`src/rtl/wb_forward_stage.sv`:
```
// ---------------------------------------------------------------------------
// wb_forward_stage
// Execute-to-writeback pipeline register with operand forwarding and
// load-pending stall generation.
//
// Ports:
//   clk, rst           core clock (rising edge), async active-high reset
//   stall, flush       hazard-unit hold request / entry discard
//   ex_valid, ex_rd, ex_we, ex_is_load, ex_result
//                      instruction presented by the execute stage
//   mem_rvalid, mem_rdata
//                      returning load data
//   rs1_data, rs2_data register-file read ports
//   op1_select, op2_select
//                      forwarding comparator hits (rsN index == wb_rd)
//   wb_rd, wb_data     registered destination and write data
//   reg_we             register-file write enable
//   op1, op2           forwarded ALU operands
//   stall_req          stall request while a load is outstanding
// ---------------------------------------------------------------------------
module wb_forward_stage #(
   parameter int unsigned ADDR_WIDTH = 5,
   parameter int unsigned DATA_WIDTH = 8
) (
   input  logic                  clk,
   input  logic                  rst,
   input  logic                  stall,
   input  logic                  flush,
   input  logic                  ex_valid,
   input  logic [ADDR_WIDTH-1:0] ex_rd,
   input  logic                  ex_we,
   input  logic                  ex_is_load,
   input  logic [DATA_WIDTH-1:0] ex_result,
   input  logic                  mem_rvalid,
   input  logic [DATA_WIDTH-1:0] mem_rdata,
   input  logic [DATA_WIDTH-1:0] rs1_data,
   input  logic [DATA_WIDTH-1:0] rs2_data,
   input  logic                  op1_select,
   input  logic                  op2_select,
   output logic [ADDR_WIDTH-1:0] wb_rd,
   output logic [DATA_WIDTH-1:0] wb_data,
   output logic                  reg_we,
   output logic [DATA_WIDTH-1:0] op1,
   output logic [DATA_WIDTH-1:0] op2,
   output logic                  stall_req
);

   localparam logic [1:0] IDLE      = 2'd0;
   localparam logic [1:0] VALID     = 2'd1;
   localparam logic [1:0] LOAD_PEND = 2'd2;

   logic [1:0]            state_q, state_d;
   logic [ADDR_WIDTH-1:0] rd_q, rd_d;
   logic [DATA_WIDTH-1:0] data_q, data_d;
   logic                  we_q, we_d;

   logic hit1, hit2;

   // Priority: flush > load completion > accept > hold.
   always_comb begin
      state_d = state_q;
      rd_d    = rd_q;
      data_d  = data_q;
      we_d    = we_q;
      if (flush) begin
         state_d = IDLE;
         rd_d    = '0;
         we_d    = 1'b0;
      end else if (state_q == LOAD_PEND) begin
         // Load capture ignores the external stall; nothing new is accepted here.
         if (mem_rvalid) begin
            data_d  = mem_rdata;
            state_d = VALID;
         end
      end else if (!stall) begin
         if (!ex_valid) begin
            state_d = IDLE;
            we_d    = 1'b0;
         end else if (ex_is_load && ex_we) begin
            state_d = LOAD_PEND;
            rd_d    = ex_rd;
            data_d  = '0;
            we_d    = 1'b1;
         end else begin
            state_d = VALID;
            rd_d    = ex_rd;
            data_d  = ex_result;
            we_d    = ex_we;
         end
      end
   end

   always_ff @(posedge clk or posedge rst) begin
      if (rst) begin
         state_q <= IDLE;
         rd_q    <= '0;
         data_q  <= '0;
         we_q    <= 1'b0;
      end else begin
         state_q <= state_d;
         rd_q    <= rd_d;
         data_q  <= data_d;
         we_q    <= we_d;
      end
   end

   always_comb begin
      wb_rd     = rd_q;
      wb_data   = data_q;
      stall_req = (state_q == LOAD_PEND);
      // x0 is hardwired to zero, so it is never written or forwarded.
      reg_we    = (state_q == VALID) && we_q && (rd_q != '0);
      hit1      = op1_select && reg_we;
      hit2      = op2_select && reg_we;
      op1       = hit1 ? data_q : rs1_data;
      op2       = hit2 ? data_q : rs2_data;
   end

endmodule

```
`config.mk`:
```
export PLATFORM = sky130hd
export DESIGN_NAME = wb_forward_stage
export DESIGN_NICKNAME = d
export VERILOG_FILES = /design/src/rtl/wb_forward_stage.sv
export SDC_FILE = /design/constraint.sdc
export NUM_CORES = 1
export LEC_CHECK = 0
export BUFFER_PORTS_ARGS = -buffer_cell sky130_fd_sc_hd__buf_2
export CAP_MARGIN = 5
export CORE_MARGIN = 5
export CORE_UTILIZATION = 35
export DETAILED_ROUTE_END_ITERATION = 8
export GPL_TIMING_DRIVEN = 0
export PLACE_DENSITY = 0.78
export SLEW_MARGIN = 10
export SYNTH_ARGS = -nofsm -noshare
export SYNTH_HDL_FRONTEND = slang
export SYNTH_SLANG_ARGS = --single-unit
```
`constraint.sdc`:
```
create_clock -name clk -period 1.76 [get_ports clk]
set_clock_uncertainty 0.05 [all_clocks]
set_input_delay 0 -clock clk [delete_from_list [all_inputs] [get_ports clk]]
set_output_delay 0 -clock clk [all_outputs]
set_load 0.005 [all_outputs]
```
; Word level (Yosys, flattened, before mapping)
; Cells that the tools add are included.
[word_totals]
register_bits = 16
output_inout_bits = 31
[classes]
n_eq_ne = 8
n_mux = 22
n_bitwise = 1
n_reduce_logical = 12
[op_table]
columns = operator, n
row1 = 2-to-1 mux 8 bit, 7
row2 = 2-to-1 mux 5 bit, 4
row3 = 2-to-1 mux 2 bit, 6
row4 = logical AND 1 bit, 5
row5 = 2-to-1 mux 1 bit, 5
row6 = nonzero test 5 bit, 1
row7 = != test 2 x 1 -> 1 bit (second input constant), 2
row8 = != test 2 bit (second input constant), 2
row9 = AND reduction 2 bit, 2
row10 = AND reduction 4 bit, 1
row11 = nonzero test 2 bit, 2
row12 = != test 3 x 1 -> 1 bit (second input constant), 1
row13 = != test 3 bit (second input constant), 1
row14 = AND reduction 3 bit, 1
row15 = == test 2 x 1 -> 1 bit (second input constant), 1
row16 = == test 2 bit (second input constant), 1
row17 = NOT 1 bit, 1

; Logic depth before layout (Yosys ltp)
[depth]
depth_word = 6
depth_mapped = 6
ltp_nobuf = 4

; Worst setup path after synthesis
; No wires, ideal clock.
[synth_timing]
path_kind = flip-flop to flip-flop
from = register state_q[1]
to = register data_q[0] (netlist: wb_data[0])
setup_ns = 0.125
t_arrival_ns = 1.562
required_ns = 1.585
slack_ns = 0.023
stages_incl_launch_ff = 6
path_buffers = 1
synth_period_minus_slack_ns = 1.737
path_cell_list = dfrtp_1 > nor2b_1 > buf_6 > or3b_4 > a21oi_4 > mux2_2
[synth_between]
elab_chain_cells = 3
word_cells_on_any_way = 6
[synth_lines]
columns = item, line_no
row1 = start: declaration, 52  ; logic [1:0] state_q, state_d;
row2 = start signal: assignment, 100  ; state_q <= state_d;
row3 = == test 2 bit *, 69  ; end else if (state_q == LOAD_PEND) begin
row4 = != test 2 bit (no source line) (tied with other cells), n/a
row5 = AND reduction 4 bit (no source line), n/a
row6 = end signal: assignment, 102  ; data_q <= data_d;
row7 = end: declaration, 54  ; logic [DATA_WIDTH-1:0] data_q, data_d;
; Every way passes the cells marked *; elsewhere a longest branch is shown, timed or not.
; A chain may end at the register's enable or synchronous reset.

; Worst setup path after layout
[layout_timing]
from = register state_q[1]
to = output port op2[7]
[layout_between]
elab_chain_cells = 5
[layout_lines]
columns = item, line_no
row1 = == test 2 x 1 -> 1 bit, 112  ; reg_we = (state_q == VALID) && we_q && (rd_q != '0);
row2 = logical AND 1 bit (2 in a row), 112
row3 = logical AND 1 bit, 114  ; hit2 = op2_select && reg_we;
row4 = 2-to-1 mux 8 bit, 116  ; op2 = hit2 ? data_q : rs2_data;
row5 = end: declaration, 44  ; output logic [DATA_WIDTH-1:0] op2,
; No other way between the ends.

==> results.ini <==
[hold_path]
hold_class=primary input to flop
hp-start=ex_result[5]
hold_path_end=wb_data[5]
worstHoldPathCells=3

[cts]
cts-root-buf=clkbuf_4
numCtsBuffers=3
clockBufferDepth=2
clock_latency_ps=270
cts_tree=yes
path_clk_slew_ps=100
clock-sinks=16
htreeDepth=1

[drt]
ant_nets=0
drc=0
routed_wl_um=3190
post_drt_wl_per_cell_um=15.1
via_per_inst=5.10
dr.pass1.iters=4
drt_iter0_markers=31
dr_total_vias=1077

[layout]
syn_to_final_growth_pct=67.6
fin_area_sq_um=1650
nets=228
stdcell_count=211
drive_above_1_share_pct=63.9
diodes=0

[floorplan]
die_h_um=63.1
dieWidth_um=63.1
initial_utilization_pct=36.1
ioPinCount=78
floorplan.rows=19
die-area_sq_um=3980
core_sq_um=2730

[critical_path]
endpoint_kind=primary output
r2r-start=state_q[1]
ff2ff_path_depth=5
worstSetupPathType=flop to primary output
cp_max_fo=8
reg2reg_to=wb_data[3]
critPathRequiredTime_ps=1710
r2r_slack_ps=50
cp-start-kind=flop
arrival_ps=1670

[placed_design]
place_area_sq_um=1400
place_hpwl_um=2400
dp.cells=193
portBuffers=75
gp_congestion=0.770

[grt]
grt_pass1_wl_um=5310
grt_max_degree=17
antenna_found_initial=0
globalRouteTotalUtil_pct=16.0
overflow=0
grt_pass1_vias=1140

[sta]
report.final.hold_viol_count=0
slew_headroom_pct=54.1
setup_viol=0
drv_slew=0
timing.final.crit_share_pct=97.5
timing.fmax_mhz=583
rsz0062_at_grt=yes
tightest_slew_ps=688
timing.final.crit_period_ps=1720

[logic_synthesis]
synthCells=87
ys_seq_area_share_pct=40.6
ys_types=22
synth_area_sq_um=987
synth_seq_cells=16
ys.warnings.count=0
syn_nets=134
avgSynthCellArea_sq_um=11.3

[power_and_ir_drop]
powerDensity_nw_per_um2=625
p_leak_nw=0.873
vdd_ir_drop_max_mv=0.434

[status]
status=finished clean

[run]
max_cap_violations=0

-- registers in the layout, summed over array words and instances, names as in the netlist --
name and cells:
wb_data 8, we_q 1, state_q 2, wb_rd 5
-- worst max-delay path, stage by stage (launching register included) --
cell	delay (ps)
dfrtp_1	410
nand3b_1	210
a21oi_4	230
nand2_4	130
mux2_2	280
buf_2	120
-- area by class of cell --
type	instances	area (sq um)
timing repair buffer	90	528
tap	31	38.8
multi-input combinational	65	632
buffer	3	11.3
clock buffer	4	36.3
sequential	16	400
fill	225	1080
inverter	2	7.51
-- worst max-delay path by stage --
stage                from    endpoint  slack (ps)  cells past startpoint
2_1_floorplan  state_q[1]  wb_data[0]          20                      5
3_5_place_dp   state_q[1]  wb_data[3]        -100                      5
6_report       state_q[1]      op2[7]          40                      5
4_1_cts        state_q[1]  wb_data[6]           2                      5
5_1_grt        state_q[1]      op2[1]         -50                      5
3_3_place_gp   state_q[1]  wb_data[1]         -70                      5
-- cell usage after synthesis --
cell	instances	area, sq um
a21oi_4	1	16.3
o21ai_0	2	10.0
inv_1	2	7.51
nor3_1	1	5.00
nand3_1	1	5.00
buf_1	1	3.75
nand3b_1	1	7.51
or3b_4	1	11.3
dfrtp_1	16	400
mux2_2	24	270
nand2_1	4	15.0
clkbuf_1	2	7.51
mux2i_1	5	50.1
a221oi_1	1	8.76
a211o_1	1	8.76
a22o_1	8	70.1
nor2_1	7	26.3
a21oi_1	5	25.0
nand4b_1	1	8.76
buf_6	1	11.3
nor3b_2	1	12.5
nor2b_1	1	6.26
-- per-layer routing --
layer | track usage [%] | wire length, um | share of wire, %
met4 | 4.24 | 19 | 0.60
met5 | 0 | 0 | 0
met1 | 17.0 | 1160 | 36
met2 | 29.5 | 1600 | 50
met3 | 5.86 | 405 | 13
-- placed cells by master (no fill, tap or decap), drive strengths merged, types with 4 or more instances in the layout --
| master | n |
|---|---|
| buf | 80 |
| mux2 | 24 |
| dfrtp | 16 |
| dlygate4sd3 | 11 |
| a22o | 8 |
| nor2 | 7 |
| a21oi | 6 |
| clkbuf | 6 |
| mux2i | 5 |
| nand2 | 4 |
-- power breakdown --
part | internal (mW) | switching [mW] | leakage [nW]
sequential | 0.419 | 0.0512 | 0.208
clock | 0.126 | 0.111 | 0.0210
combinational | 0.206 | 0.122 | 0.644
total | 0.750 | 0.284 | 0.873
-- logic make-up (layout without fill, tap and decap cells) --
family | count (synthesis) | in the layout | synth area share, %
AND/OR/NAND/NOR | 18 | 18 | 9.89
multiplexers | 29 | 29 | 32.4
buffers and inverters | 6 | 99 | 3.04
AO/OA/AOI/OAI | 18 | 18 | 14.1
flip-flops | 16 | 16 | 40.6
-- what timing repair did --
| item | 4_1_cts | 5_1_grt |
|---|---|---|
| buffers inserted | 4 | 0 |
| hold buffers | 11 | 0 |
| pin swaps | 4 | 6 |
| endpoints found under the hold margin | 24 | 0 |
| resized for setup | 11 | 7 |
| setup endpoints to repair | 24 | 24 |
-- stage by stage --
stage               worst slack [ps]  hold WS, ps  util, %  TNS, ps  total power, mW
CTS                             1.91         3.88     59.5        0             1.02
detailed placement             -97.6         39.9     51.3     -716            0.743
finish                          43.6         14.5     60.5        0             1.03
global placement               -65.3         29.2     51.3     -509            0.730
global route                   -49.1         14.5     60.5     -587             1.10
floorplan                       22.8         -136        -        0            0.593
(Power assumes the default switching activity.)
